**config.mk**
```make
export PLATFORM = sky130hd
export DESIGN_NAME = vend_ctrl_gen
export DESIGN_NICKNAME = d
export VERILOG_FILES = /design/src/rtl/vend_ctrl_gen.sv
export SDC_FILE = /design/constraint.sdc
export NUM_CORES = 1
export LEC_CHECK = 0
export CORE_MARGIN = 2
export CORE_UTILIZATION = 35
export CTS_CLUSTER_SIZE = 40
export DETAILED_ROUTE_END_ITERATION = 10
export GPL_TIMING_DRIVEN = 0
export HOLD_SLACK_MARGIN = 0.1
export PLACE_DENSITY = 0.55
export SETUP_SLACK_MARGIN = 0.4
export SYNTH_ARGS = -nofsm -noshare
export SYNTH_HDL_FRONTEND = slang
export SYNTH_SLANG_ARGS = --single-unit
```
**constraint.sdc**
```tcl
create_clock -name clk -period 7.4 [get_ports clk]
set_input_delay 1.11 -clock clk [delete_from_list [all_inputs] [get_ports clk]]
set_output_delay 1.11 -clock clk [all_outputs]
set_load 0.005 [all_outputs]
```
**src/rtl/vend_ctrl_gen.sv**
```systemverilog
// Vending transaction controller: item/quantity selection with stock tracking,
// coin collection with overflow reject, inactivity refund and greedy coin-by-coin change.
module vend_ctrl_gen #(
  parameter int N_ITEMS = 5,
  parameter int CENT_W = 12,
  parameter logic [N_ITEMS*CENT_W-1:0] PRICE_VEC = {12'd150, 12'd120, 12'd100, 12'd80, 12'd50},
  parameter int MAX_QTY = 3,
  parameter int STOCK_W = 4,
  parameter int INIT_STOCK = 9,
  parameter int TIMEOUT_CYC = 1000
) (
  input  logic                clk,
  input  logic                rst,
  input  logic [N_ITEMS-1:0]  item_sel,
  input  logic [1:0]          qty_sel,
  input  logic                coin_vld,
  input  logic [1:0]          coin_type,
  input  logic                cancel,
  input  logic                cont,
  input  logic                restock,
  output logic [2:0]          state_o,
  output logic [3:0]          item_idx,
  output logic [1:0]          qty,
  output logic [CENT_W-1:0]   collected,
  output logic [CENT_W-1:0]   change_rem,
  output logic                vend_pulse,
  output logic                coin_out_vld,
  output logic [1:0]          coin_out_type,
  output logic                coin_reject,
  output logic [N_ITEMS-1:0]  sold_out,
  output logic                timeout_evt
);

  typedef enum logic [2:0] {
    S_IDLE    = 3'd0,
    S_COLLECT = 3'd1,
    S_VEND    = 3'd2,
    S_CHANGE  = 3'd3,
    S_DONE    = 3'd4
  } state_t;

  localparam int TW = $clog2(TIMEOUT_CYC + 1);

  state_t               state;
  logic [STOCK_W-1:0]   stock [N_ITEMS];
  logic [TW-1:0]        idle_cnt;
  logic                 refund;

  logic [1:0]           q_eff;
  logic [3:0]           sel_idx;
  logic [STOCK_W-1:0]   sel_stock;
  logic                 sel_valid;
  logic [CENT_W-1:0]    cur_price;
  logic [CENT_W-1:0]    cost;
  logic [CENT_W:0]      coin_sum;
  logic                 coin_ok;
  logic [CENT_W-1:0]    coll_next;
  logic [CENT_W-1:0]    vend_change;
  logic [CENT_W-1:0]    rem_next;
  logic                 timeout_hit;
  logic                 abort;

  function automatic logic [CENT_W-1:0] coin_value(input logic [1:0] t);
    case (t)
      2'd0:    return CENT_W'(5);
      2'd1:    return CENT_W'(10);
      2'd2:    return CENT_W'(25);
      default: return CENT_W'(100);
    endcase
  endfunction

  function automatic logic [1:0] greedy_pick(input logic [CENT_W-1:0] rem);
    if (rem >= CENT_W'(100))     return 2'd3;
    else if (rem >= CENT_W'(25)) return 2'd2;
    else if (rem >= CENT_W'(10)) return 2'd1;
    else                         return 2'd0;
  endfunction

  assign state_o = state;

  always_comb begin
    q_eff = qty_sel;
    if (qty_sel == 2'd0)
      q_eff = 2'd1;
    else if (int'(qty_sel) > MAX_QTY)
      q_eff = 2'(MAX_QTY);
  end

  always_comb begin
    sel_idx   = '0;
    sel_stock = '0;
    cur_price = '0;
    for (int i = 0; i < N_ITEMS; i++) begin
      if (item_sel[i]) begin
        sel_idx   = 4'(i);
        sel_stock = stock[i];
      end
      if (item_idx == 4'(i))
        cur_price = PRICE_VEC[i*CENT_W +: CENT_W];
    end
  end

  assign sel_valid   = $onehot(item_sel) && (sel_stock >= STOCK_W'(q_eff));
  assign cost        = cur_price * CENT_W'(qty);
  assign coin_sum    = {1'b0, collected} + {1'b0, coin_value(coin_type)};
  assign coin_ok     = coin_vld && !coin_sum[CENT_W];
  assign coll_next   = coin_ok ? coin_sum[CENT_W-1:0] : collected;
  assign vend_change = collected - cost;
  assign rem_next    = change_rem - coin_value(coin_out_type);
  assign timeout_hit = (state == S_COLLECT) && !coin_vld && (idle_cnt == TW'(TIMEOUT_CYC - 1));
  assign abort       = cancel || timeout_hit;

  // coin_out_type always holds the coin for the current CHANGE cycle,
  // so every transition into or within CHANGE precomputes the next coin.
  always_ff @(posedge clk) begin
    if (rst) begin
      state         <= S_IDLE;
      item_idx      <= '0;
      qty           <= 2'd1;
      collected     <= '0;
      change_rem    <= '0;
      vend_pulse    <= 1'b0;
      coin_out_vld  <= 1'b0;
      coin_out_type <= '0;
      coin_reject   <= 1'b0;
      timeout_evt   <= 1'b0;
      idle_cnt      <= '0;
      refund        <= 1'b0;
      sold_out      <= '0;
      for (int i = 0; i < N_ITEMS; i++)
        stock[i] <= STOCK_W'(INIT_STOCK);
    end else begin
      vend_pulse  <= 1'b0;
      timeout_evt <= 1'b0;
      coin_reject <= coin_vld && ((state != S_COLLECT) || coin_sum[CENT_W]);

      case (state)
        S_IDLE: begin
          collected  <= '0;
          change_rem <= '0;
          refund     <= 1'b0;
          if (restock) begin
            for (int i = 0; i < N_ITEMS; i++) begin
              stock[i]    <= STOCK_W'(INIT_STOCK);
              sold_out[i] <= (INIT_STOCK == 0);
            end
          end
          if (sel_valid) begin
            item_idx <= sel_idx;
            qty      <= q_eff;
            idle_cnt <= '0;
            state    <= S_COLLECT;
          end
        end

        S_COLLECT: begin
          collected <= coll_next;
          if (coin_vld)
            idle_cnt <= '0;
          else
            idle_cnt <= idle_cnt + 1'b1;
          // A cancel (or timeout) wins over payment; a same-cycle coin joins the refund.
          if (abort) begin
            timeout_evt <= timeout_hit;
            if (coll_next != '0) begin
              state         <= S_CHANGE;
              change_rem    <= coll_next;
              refund        <= 1'b1;
              coin_out_vld  <= 1'b1;
              coin_out_type <= greedy_pick(coll_next);
            end else begin
              state     <= S_IDLE;
              collected <= '0;
            end
          end else if (collected >= cost) begin
            state      <= S_VEND;
            vend_pulse <= 1'b1;
          end
        end

        S_VEND: begin
          for (int i = 0; i < N_ITEMS; i++) begin
            if (item_idx == 4'(i)) begin
              stock[i]    <= stock[i] - STOCK_W'(qty);
              sold_out[i] <= ((stock[i] - STOCK_W'(qty)) == '0);
            end
          end
          change_rem <= vend_change;
          if (vend_change != '0) begin
            state         <= S_CHANGE;
            coin_out_vld  <= 1'b1;
            coin_out_type <= greedy_pick(vend_change);
          end else begin
            state <= S_DONE;
          end
        end

        S_CHANGE: begin
          change_rem <= rem_next;
          if (rem_next == '0) begin
            coin_out_vld  <= 1'b0;
            coin_out_type <= '0;
            if (refund) begin
              state     <= S_IDLE;
              collected <= '0;
              refund    <= 1'b0;
            end else begin
              state <= S_DONE;
            end
          end else begin
            coin_out_type <= greedy_pick(rem_next);
          end
        end

        S_DONE: begin
          if (cont) begin
            state      <= S_IDLE;
            collected  <= '0;
            change_rem <= '0;
          end
        end

        default: state <= S_IDLE;
      endcase
    end
  end

endmodule
```
=== Word level (Yosys, flattened, before mapping) ===
Memories as Yosys holds them, arrays and structs flattened.
Index checks and enable logic that the tools add are counted.

* Register bits after elaboration: 55
* Memory bits (writable): 20
* Memories kept: 1
* Output and inout port bits: 44
* Logic and storage cells: 230
* Bits of input ports: 15

{| class="wikitable"
|+ Memory list
! memory !! depth !! bits a word !! read ports !! clocked after memory_dff !! wr ports !! line !! text
|-
| stock || 5 || 4 || 5 || 0 || 5 || 45 || <nowiki>logic [STOCK_W-1:0] stock [N_ITEMS];</nowiki>
|}

* $add $sub $neg: 13
* Multiplexer cells: 103
* Equal/unequal tests: 29
* Reductions and logical operators: 43
* Magnitude comparators: 11
* Multiply operators: 1
* Bitwise logic cells: 12

{| class="wikitable"
|+ Operators by type and width
! operator !! number
|-
| 12-bit two-way mux || 12
|-
| 4-bit two-way mux || 18
|-
| 12-bit one-hot mux with 5 select lines || 1
|-
| 12-bit one-hot mux with 4 select lines || 1
|-
| 7-bit one-hot mux with 3 select lines || 2
|-
| 1-bit two-way mux || 40
|-
| 12-bit by 4-bit >= comparator with 1-bit output, second input constant || 3
|-
| 12-bit by 5-bit >= comparator with 1-bit output, second input constant || 3
|-
| 12-bit by 7-bit >= comparator with 1-bit output, second input constant || 3
|-
| 4-bit zero test || 6
|-
| 2-bit two-way mux || 12
|-
| 2-bit != test, second input constant || 12
|-
| 12-bit nonzero test || 2
|-
| 12-bit subtractor || 2
|-
| 3-bit two-way mux || 7
|-
| 10-bit two-way mux || 2
|-
| 10-bit one-hot mux with 2 select lines || 1
|-
| 4-bit AND reduction || 5
|-
| 4-bit by 2-bit subtractor with 4-bit output || 5
|-
| 3-bit one-hot mux with 5 select lines || 1
|-
| 3-bit AND reduction || 5
|-
| 12-bit by 12-bit adder with 13-bit output || 1
|-
| 12-bit >= comparator || 1
|-
| 12-bit zero test || 1
|-
| 37 further kinds || 66
|}

=== Longest topological paths before layout ===
Gate-level depths: netlist of run 1.

* Depth in word-level cells: 14
* Depth in mapped cells: 23
* Mapped depth without buffers: 22

=== Worst setup path after synthesis of run 1 ===
Ideal clock, no wire load.

* Kind: reg2reg
* From: register qty[1]
* To: register coin_out_type[0]
* Clock period less this slack: 4.379 ns
* Slack: 3.021 ns
* Arrival time: 4.306 ns
* Cell stages (with the launch flop): 22
* Cells stage by stage: dfxtp_1 inv_1 nor3_1 ha_1 inv_1 fa_1 inv_1 a21oi_1 o21bai_1 a21o_1 a21oi_1 xnor2_1 ha_1 a21o_1 a211o_1 a41oi_1 xnor2_1 nand4_1 o31ai_4 o211ai_2 and4_1 nor3_2

* Word-level cells in the longest chain between the ends: 8

{| class="wikitable"
|+ RTL lines
! what !! line !! text
|-
| start: declaration || 23 || <nowiki>output logic [1:0] qty,</nowiki>
|-
| start signal: assignment || 150 || <nowiki>qty <= q_eff;</nowiki>
|-
| 12-bit by 2-bit multiplier with 12-bit output * || 104 || <nowiki>assign cost = cur_price * CENT_W'(qty);</nowiki>
|-
| 12-bit subtractor * || 108 || <nowiki>assign vend_change = collected - cost;</nowiki>
|-
| 12-bit by 4-bit >= comparator with 1-bit output || 75 || <nowiki>else if (rem >= CENT_W'(10)) return 2'd1;</nowiki>
|-
| 1-bit two-way mux || 75 ||
|-
| 2-bit two-way mux || 74 || <nowiki>else if (rem >= CENT_W'(25)) return 2'd2;</nowiki>
|-
| 2-bit two-way mux || 73 || <nowiki>if (rem >= CENT_W'(100)) return 2'd3;</nowiki>
|-
| 2-bit two-way mux || 189 || <nowiki>if (vend_change != '0) begin</nowiki>
|-
| 2-bit one-hot mux with 3 select lines || 137 || <nowiki>case (state)</nowiki>
|-
| end signal: assignment || 170 || <nowiki>coin_out_type <= greedy_pick(coll_next);</nowiki>
|-
| end signal: assignment || 192 || <nowiki>coin_out_type <= greedy_pick(vend_change);</nowiki>
|-
| end signal: assignment || 211 || <nowiki>coin_out_type <= greedy_pick(rem_next);</nowiki>
|-
| end: declaration || 28 || <nowiki>output logic [1:0] coin_out_type,</nowiki>
|}

Mark *: on every way between the ends. The rest lies on a longest branch, timed or not. The select of a mux whose other input is x is not followed.
A chain may end at the register's enable or synchronous reset.

=== Worst setup path after layout of run 1 ===
Same ends and word-level chain as after synthesis.

==> results of run 1 <==
## logic make-up (layout without fill, tap and decap cells)
kind of cell	Yosys count	in the layout
flops	74	74
simple gates	307	307
compound gates	219	219
fa+ha+maj	62	62
buf+inv	77	149
xor+xnor	40	40
mux	15	15
other cells	1	1
## sequential cells by signal, summed over array words and instances (netlist names)
signal / cells
change_rem: 12
stock: 20
idle_cnt: 10
state_o: 3
sold_out: 5
timeout_evt: 1
refund: 1
coin_out_type: 2
vend_pulse: 1
coin_out_vld: 1
collected: 12
qty: 2
item_idx: 3
coin_reject: 1
## power by group
part           switching [W]  internal [W]
registers          0.0000480      0.000457
clock network       0.000188      0.000331
logic               0.000540      0.000360
## how the worst max path moves through the flow
stage | slack, ps | startpoint | cells after the start | end
4_1_cts | 1790 | qty[1]$_SDFFE_PP0P_ | 18 | coin_out_type[0]$_SDFFE_PP0P_
3_3_place_gp | 1850 | qty[1]$_SDFFE_PP0P_ | 18 | state_o[2]$_SDFFE_PP0P_
2_1_floorplan | 3020 | qty[1]$_SDFFE_PP0P_ | 21 | coin_out_type[0]$_SDFFE_PP0P_
5_1_grt | 1410 | qty[1]$_SDFFE_PP0P_ | 18 | state_o[2]$_SDFFE_PP0P_
6_report | 1830 | qty[1]$_SDFFE_PP0P_ | 18 | coin_out_type[0]$_SDFFE_PP0P_
3_5_place_dp | 1860 | qty[1]$_SDFFE_PP0P_ | 18 | coin_out_type[0]$_SDFFE_PP0P_
## worst reg2reg max path: cells and delay by family (launching register included)
family / cells / cell delay, ps
adders and majority gates: 2 / 600
AOI/OAI and AO/OA: 10 / 2350
buffers and inverters: 1 / 390
and+or+nand+nor: 4 / 1170
DFF: 1 / 770
xor gates and xnor gates: 1 / 180
## cell usage in the layout, fill, tap and decap left out, types with 9 or more instances in the layout
| master | instances |
|---|---|
| and3_1 | 10 |
| clkbuf_16 | 9 |
| dfxtp_1 | 54 |
| o21ai_0 | 36 |
| clkbuf_1 | 18 |
| inv_1 | 45 |
| a21oi_1 | 66 |
| ha_1 | 52 |
| clkdlybuf4s50_1 | 56 |
| mux2i_1 | 11 |
| edfxtp_1 | 20 |
| xnor2_1 | 24 |
| a211oi_1 | 17 |
| o21a_1 | 9 |
| nor2_1 | 106 |
| nor3_1 | 19 |
| xor2_1 | 16 |
| nand3_1 | 16 |
| a211oi_2 | 9 |
| fa_1 | 10 |
| nand2_1 | 71 |
| or3_1 | 10 |
| and2_1 | 10 |
| nand2b_1 | 13 |
## stage by stage
stage | setup WS [ps] | hold slack (ps)
floorplan | 3020 | 448
global placement | 1850 | 463
detailed placement | 1860 | 465
CTS | 1790 | 474
global route | 1410 | 506
finish | 1830 | 472
## final cells by class
| class | instances | area (um^2) |
|---|---|---|
| Sequential cell | 74 | 1680 |
| Clock buffer | 10 | 229 |
| Tap cell | 229 | 287 |
| Buffer | 32 | 178 |
| Clock inverter | 6 | 113 |
| Fill cell | 1937 | 10400 |
| Multi-Input combinational cell | 644 | 4410 |
| Inverter | 45 | 169 |
| Timing Repair Buffer | 56 | 561 |
## layer usage
metal  part of all wire [%]  routed length [um]  global-route usage, %
met2                     44                8500                   29.9
met3                    4.8                 918                   2.89
met1                     50                9690                   29.8
met5                      0                   0                      0
met4                   0.87                 168                   3.37
==> impl_metrics.py, run 1 <==
metrics = {
    "floorplanning": {
        "dieArea_mm2": 0.0195,
        "rows": 49,
        "die_y_um": 140,
        "ios": 59,
        "dieWidth_um": 140,
        "coreArea_mm2": 0.0180,
        "start_util_pct": 35.7,
    },
    "yosys": {
        "synth.cell_area_mm2": 0.00643,
        "synth_mux_area_share_pct": 2.45,
        "synth_edf_count": 20,
        "synth_area_per_cell_um2": 8.09,
        "ys_seq_elements": 74,
        "synthArstFlopShare_pct": 0,
        "synth-xor-area-share_pct": 5.44,
        "synth_common_cells": "nor2_1, nand2_1, a21oi_1",
        "synth_most_common_cell": "nor2_1",
        "synthSimpleGateAreaFrac_pct": 23.3,
        "synth_area_leader_cell": "dfxtp_1",
        "synth_fp_nets": 872,
        "yosys_warnings": 0,
        "synth_top_family_by_area": "compound AO/OA/AOI/OAI gates",
        "synth_fa_ha_area_share_pct": 13.2,
        "synth_area_leaders": "dfxtp_1, ha_1, edfxtp_1",
        "ys_seq_area_share_pct": 26.1,
        "netlist-cell-type-count": 80,
        "syn-instance-count": 795,
        "synth_compound_area_share_pct": 24.0,
        "yosys_most_used_dff": "dfxtp_1",
        "netlist.area_leader.share_pct": 16.8,
    },
    "worst_setup_path": {
        "critical_path_class": "reg -> reg",
        "critPathTopFamily": "compound AO/OA/AOI/OAI gates",
        "timing.rr.start": "qty[1]$_SDFFE_PP0P_",
        "crit_slowest_cell": "dfxtp_1",
        "rr_endpoint": "coin_out_type[0]$_SDFFE_PP0P_",
        "slowest_delay_ps": 770,
        "path_cells": "inv_1 > nor3_1 > ha_1 > a21o_1 > a21oi_1 > o21bai_1 > a21oi_1 > xor2_1 > ha_1 > a21oi_1 > a21boi_0 > o21a_1 > o311ai_0 > nand4_1 > o31ai_4 > o211ai_2 > and4_1 > nor3_2",
        "cp_max_fo": 11,
        "worstSetupStartpointType": "flop",
        "reg2reg_depth": 18,
        "cp_num_buf_inv": 1,
        "cp_data_arrival_time_ps": 5840,
        "ff2ff_setup_slack_ps": 1830,
        "end_kind": "flop",
        "required_ps": 7670,
        "crit_top_cell": "a21oi_1",
    },
    "outcome": {
        "status": "finished, final reports clean",
    },
    "sta": {
        "hold_viol": 0,
        "rsz0062_at_grt": "false",
        "fin_crit_sh_pct": 75.3,
        "relSlewSlack_pct": 33.7,
        "setup_viol": 0,
        "tightest_slew_ps": 987,
        "finalSetupTns_ps": 0,
        "max_freq_mhz": 179,
        "drv_slew": 0,
        "clock_skew_ps": 10.2,
        "period_minus_slack_ps": 5570,
    },
    "routing": {
        "ant_nets": 0,
        "wirelength_um": 19300,
        "wl_per_cell_um": 17.6,
        "vias": 5971,
        "first_pass_iters": 5,
        "drt-initial-drc-count": 347,
        "drc": 0,
        "via_per_inst": 5.45,
    },
    "clock_tree": {
        "cts_resized": 0,
        "cts.sinks": 74,
        "cts_tree": "done",
        "cts_setup_buffers": 0,
        "h-tree-depth": 3,
        "cts_root_buffer": "clkbuf_16",
        "clock_latency_ps": 350,
        "numCtsBuffers": 9,
        "clk_pin_slew_ps": 60,
        "cts_hold_buffers": 0,
        "clk_path_buf_depth": 2,
    },
    "layout": {
        "diodes": 0,
        "fin_util_pct": 42.3,
        "syn2layout_area_growth_pct": 18.5,
        "final_area_mm2": 0.00762,
        "num-nets-final": 939,
        "stdcell_count": 1096,
        "drive_above_1_share_pct": 8.07,
    },
    "hold_path": {
        "hold_end": "sold_out[2]$_SDFFE_PP0P_",
        "min_path_cells": 2,
        "hp-class": "reg -> reg",
        "min-delay-start": "sold_out[2]$_SDFFE_PP0P_",
    },
    "global_route": {
        "overflow": 0,
        "grt_pass1_vias": 5426,
        "grt_pass1_wl_um": 30200,
        "antenna_found_initial": 0,
        "grt_use_total_pct": 19.6,
        "grt_max_degree": 14,
    },
    "place": {
        "dp_hpwl_um": 15200,
        "portBuffers": 56,
        "place_congestion": 0.925,
        "placed_area_mm2": 0.00728,
        "placedCellCount": 1080,
    },
    "flow_run": {
        "cap_violations": 0,
    },
    "power": {
        "fin_total_pwr_w": 0.00192,
        "peakVddDrop_mv": 0.116,
        "leakagePower_nw": 2.93,
        "power_density_mw_per_mm2": 252,
    },
}
No activity file was read; power rests on OpenSTA's default activity.
==> run 2: changes to the inputs <==
--- a/config.mk
+++ b/config.mk
@@ -11,7 +11,7 @@
 export DETAILED_ROUTE_END_ITERATION = 10
 export GPL_TIMING_DRIVEN = 0
 export HOLD_SLACK_MARGIN = 0.1
-export PLACE_DENSITY = 0.55
+export PLACE_DENSITY = 0.57
 export SETUP_SLACK_MARGIN = 0.4
 export SYNTH_ARGS = -nofsm -noshare
 export SYNTH_HDL_FRONTEND = slang
==> constraint.sdc (replaced) <==
create_clock -name clk -period 5 [get_ports clk]
set_input_delay 0.75 -clock clk [delete_from_list [all_inputs] [get_ports clk]]
set_output_delay 0.75 -clock clk [all_outputs]
set_load 0.005 [all_outputs]
==> run 2 against run 1 <==
Compared with the run above: maximum frequency is 28% higher; worst hold slack improved by 6.1 ps; clock-buffer cell count did not move; cell count increased by 0.36%; sequential power rose by 47%; combinational power increased by 50%; global-route usage increased by 0.10 points; total power increased by 43%; register-to-register slack lost 1200 ps; non-clock buffer count rose by 4; core utilization rose by 0.37 points; wire length decreased by 0.29%; critical path type unchanged; largest cell class unchanged.
==> impl_metrics.py, run 2 (same netlist as run 1, synthesis figures left out) <==
metrics = {
    "layout": {
        "fillerInstances": 1868,
        "drive_above_1_share_pct": 10.2,
        "fin_util_pct": 42.7,
        "num-nets-final": 943,
        "mostFrequentLayoutCell": "nor2_1",
        "syn2layout_area_growth_pct": 19.5,
        "final_area_mm2": 0.00769,
        "stdcell_count": 1100,
        "diodes": 0,
        "top_register": "stock",
        "reg.largest.list": "stock: 20 flops, change_rem: 12 flops, collected: 12 flops",
        "final_cell_mix": "nor2_1, nand2_1, a21oi_1",
        "multi_input_area_mm2": 0.00447,
        "largest_reg_flops": 20,
        "seqCellArea_mm2": 0.00169,
    },
    "worst_setup_path": {
        "cp_data_arrival_time_ps": 4630,
        "slowest_delay_ps": 390,
        "crit_slowest_cell": "fa_1",
        "end_kind": "flop",
        "critical_path_class": "reg -> reg",
        "worstSetupStartpointType": "flop",
        "path_cells": "buf_6 > xnor2_1 > nor2_1 > and2_1 > ha_1 > inv_1 > fa_1 > inv_1 > a21oi_2 > o21bai_2 > a21o_1 > a21oi_1 > xnor2_1 > ha_1 > a21o_1 > a211o_1 > a41oi_2 > xnor2_2 > nand4_1 > or3_4 > mux2i_1 > nand3_1 > a21oi_2",
        "required_ps": 5280,
        "cp_max_fo": 10,
    },
    "sta": {
        "period_minus_slack_ps": 4350,
        "setup_viol": 0,
        "clock_skew_ps": 3.53,
        "tightest_slew_ps": 983,
        "relSlewSlack_pct": 34.0,
        "fin_crit_sh_pct": 87.0,
        "hold_viol": 0,
        "max_freq_mhz": 230,
        "drv_slew": 0,
        "rsz0062_at_grt": "false",
    },
    "floorplanning": {
        "coreArea_mm2": 0.0180,
        "ios": 59,
        "die_y_um": 140,
        "dieArea_mm2": 0.0195,
        "rows": 49,
        "start_util_pct": 35.7,
        "dieWidth_um": 140,
    },
    "clock_tree": {
        "cts_hold_buffers": 0,
        "clock_latency_ps": 350,
        "clk_pin_slew_ps": 60,
        "numCtsBuffers": 9,
        "clk_path_buf_depth": 2,
        "cts.sinks": 74,
        "cts_tree": "done",
        "cts_root_buffer": "clkbuf_16",
        "h-tree-depth": 3,
    },
    "routing": {
        "vias": 6065,
        "via_per_inst": 5.51,
        "drc": 0,
        "ant_nets": 0,
        "first_pass_iters": 5,
        "wirelength_um": 19200,
        "drt-initial-drc-count": 315,
        "wl_per_cell_um": 17.5,
    },
    "global_route": {
        "grt_use_total_pct": 19.7,
        "antenna_found_initial": 0,
        "grt_max_degree": 14,
        "overflow": 0,
        "grt_pass1_wl_um": 30500,
        "grt_pass1_vias": 5530,
    },
    "power": {
        "leakagePower_nw": 2.95,
        "fin_total_pwr_w": 0.00276,
        "peakVddDrop_mv": 0.170,
        "power_density_mw_per_mm2": 358,
    },
    "place": {
        "dp_hpwl_um": 15200,
        "placed_area_mm2": 0.00728,
        "placedCellCount": 1080,
        "place_congestion": 0.921,
        "portBuffers": 56,
    },
    "hold_path": {
        "hp-class": "reg -> reg",
    },
    "flow_run": {
        "cap_violations": 0,
    },
    "outcome": {
        "status": "finished, final reports clean",
    },
}
[run 2: what timing repair did]
| item | CTS | global route |
|---|---|---|
| gates cloned | 0 | 0 |
| setup buffers | 4 | 0 |
| gates resized for setup | 7 | 17 |
| setup endpoints to repair | 9 | 6 |
| pin swaps | 1 | 2 |
[run 2: area by class of cell]
| cell class | count | share of cell area, % |
|---|---|---|
| Tap cell | 229 | 3.73 |
| Timing Repair Buffer | 60 | 7.68 |
| Inverter | 45 | 2.25 |
| Clock inverter | 6 | 0.846 |
| Multi-Input combinational cell | 644 | 58.2 |
| Buffer | 32 | 2.42 |
| Clock buffer | 10 | 2.98 |
| Sequential cell | 74 | 21.9 |
[run 2: path summary, 6_finish.rpt]
path                              end                      from  cells after the start  slack [ps]
max           state_o[2]$_SDFFE_PP0P_  item_idx[2]$_SDFFE_PP0P_                     23         650
min          sold_out[0]$_SDFFE_PP0P_  sold_out[0]$_SDFFE_PP0P_                      2         480
max reg2reg   state_o[2]$_SDFFE_PP0P_  item_idx[2]$_SDFFE_PP0P_                     23         650
min reg2reg  sold_out[0]$_SDFFE_PP0P_  sold_out[0]$_SDFFE_PP0P_                      2         480
[run 2: through the flow]
stage | setup WS, ps | hold slack [ps] | TNS, ps
after detailed placement | -354 | 471 | -1870
final | 651 | 478 | 0
after global placement | -381 | 463 | -2040
after global routing | 398 | 499 | 0
after floorplan | 621 | 448 | 0
after CTS | 428 | 479 | 0
[run 2: worst max-delay path, delay by kind of cell (launching register included)]
| family | cells | cell delay [ps] |
|---|---|---|
| flops | 1 | 330 |
| buf+inv | 3 | 280 |
| compound gates | 8 | 1240 |
| simple gates | 5 | 960 |
| fa+ha+maj | 3 | 890 |
| xor+xnor | 3 | 440 |
| mux | 1 | 140 |
[run 2: routing by layer]
metal  track usage, %  part of all wire [%]  wire (um)
met1             29.5                    49       9380
met2             30.2                    45       8550
met3             3.10                   5.5       1070
met4             4.05                   1.1        209
met5                0                     0          0
[run 2: where the power goes]
group / switching (W) / leakage [nW] / internal [W]
Clock: 0.000276 / 0.143 / 0.000388
Sequential: 0.0000660 / 0.620 / 0.000677
Combinational: 0.000808 / 2.19 / 0.000542
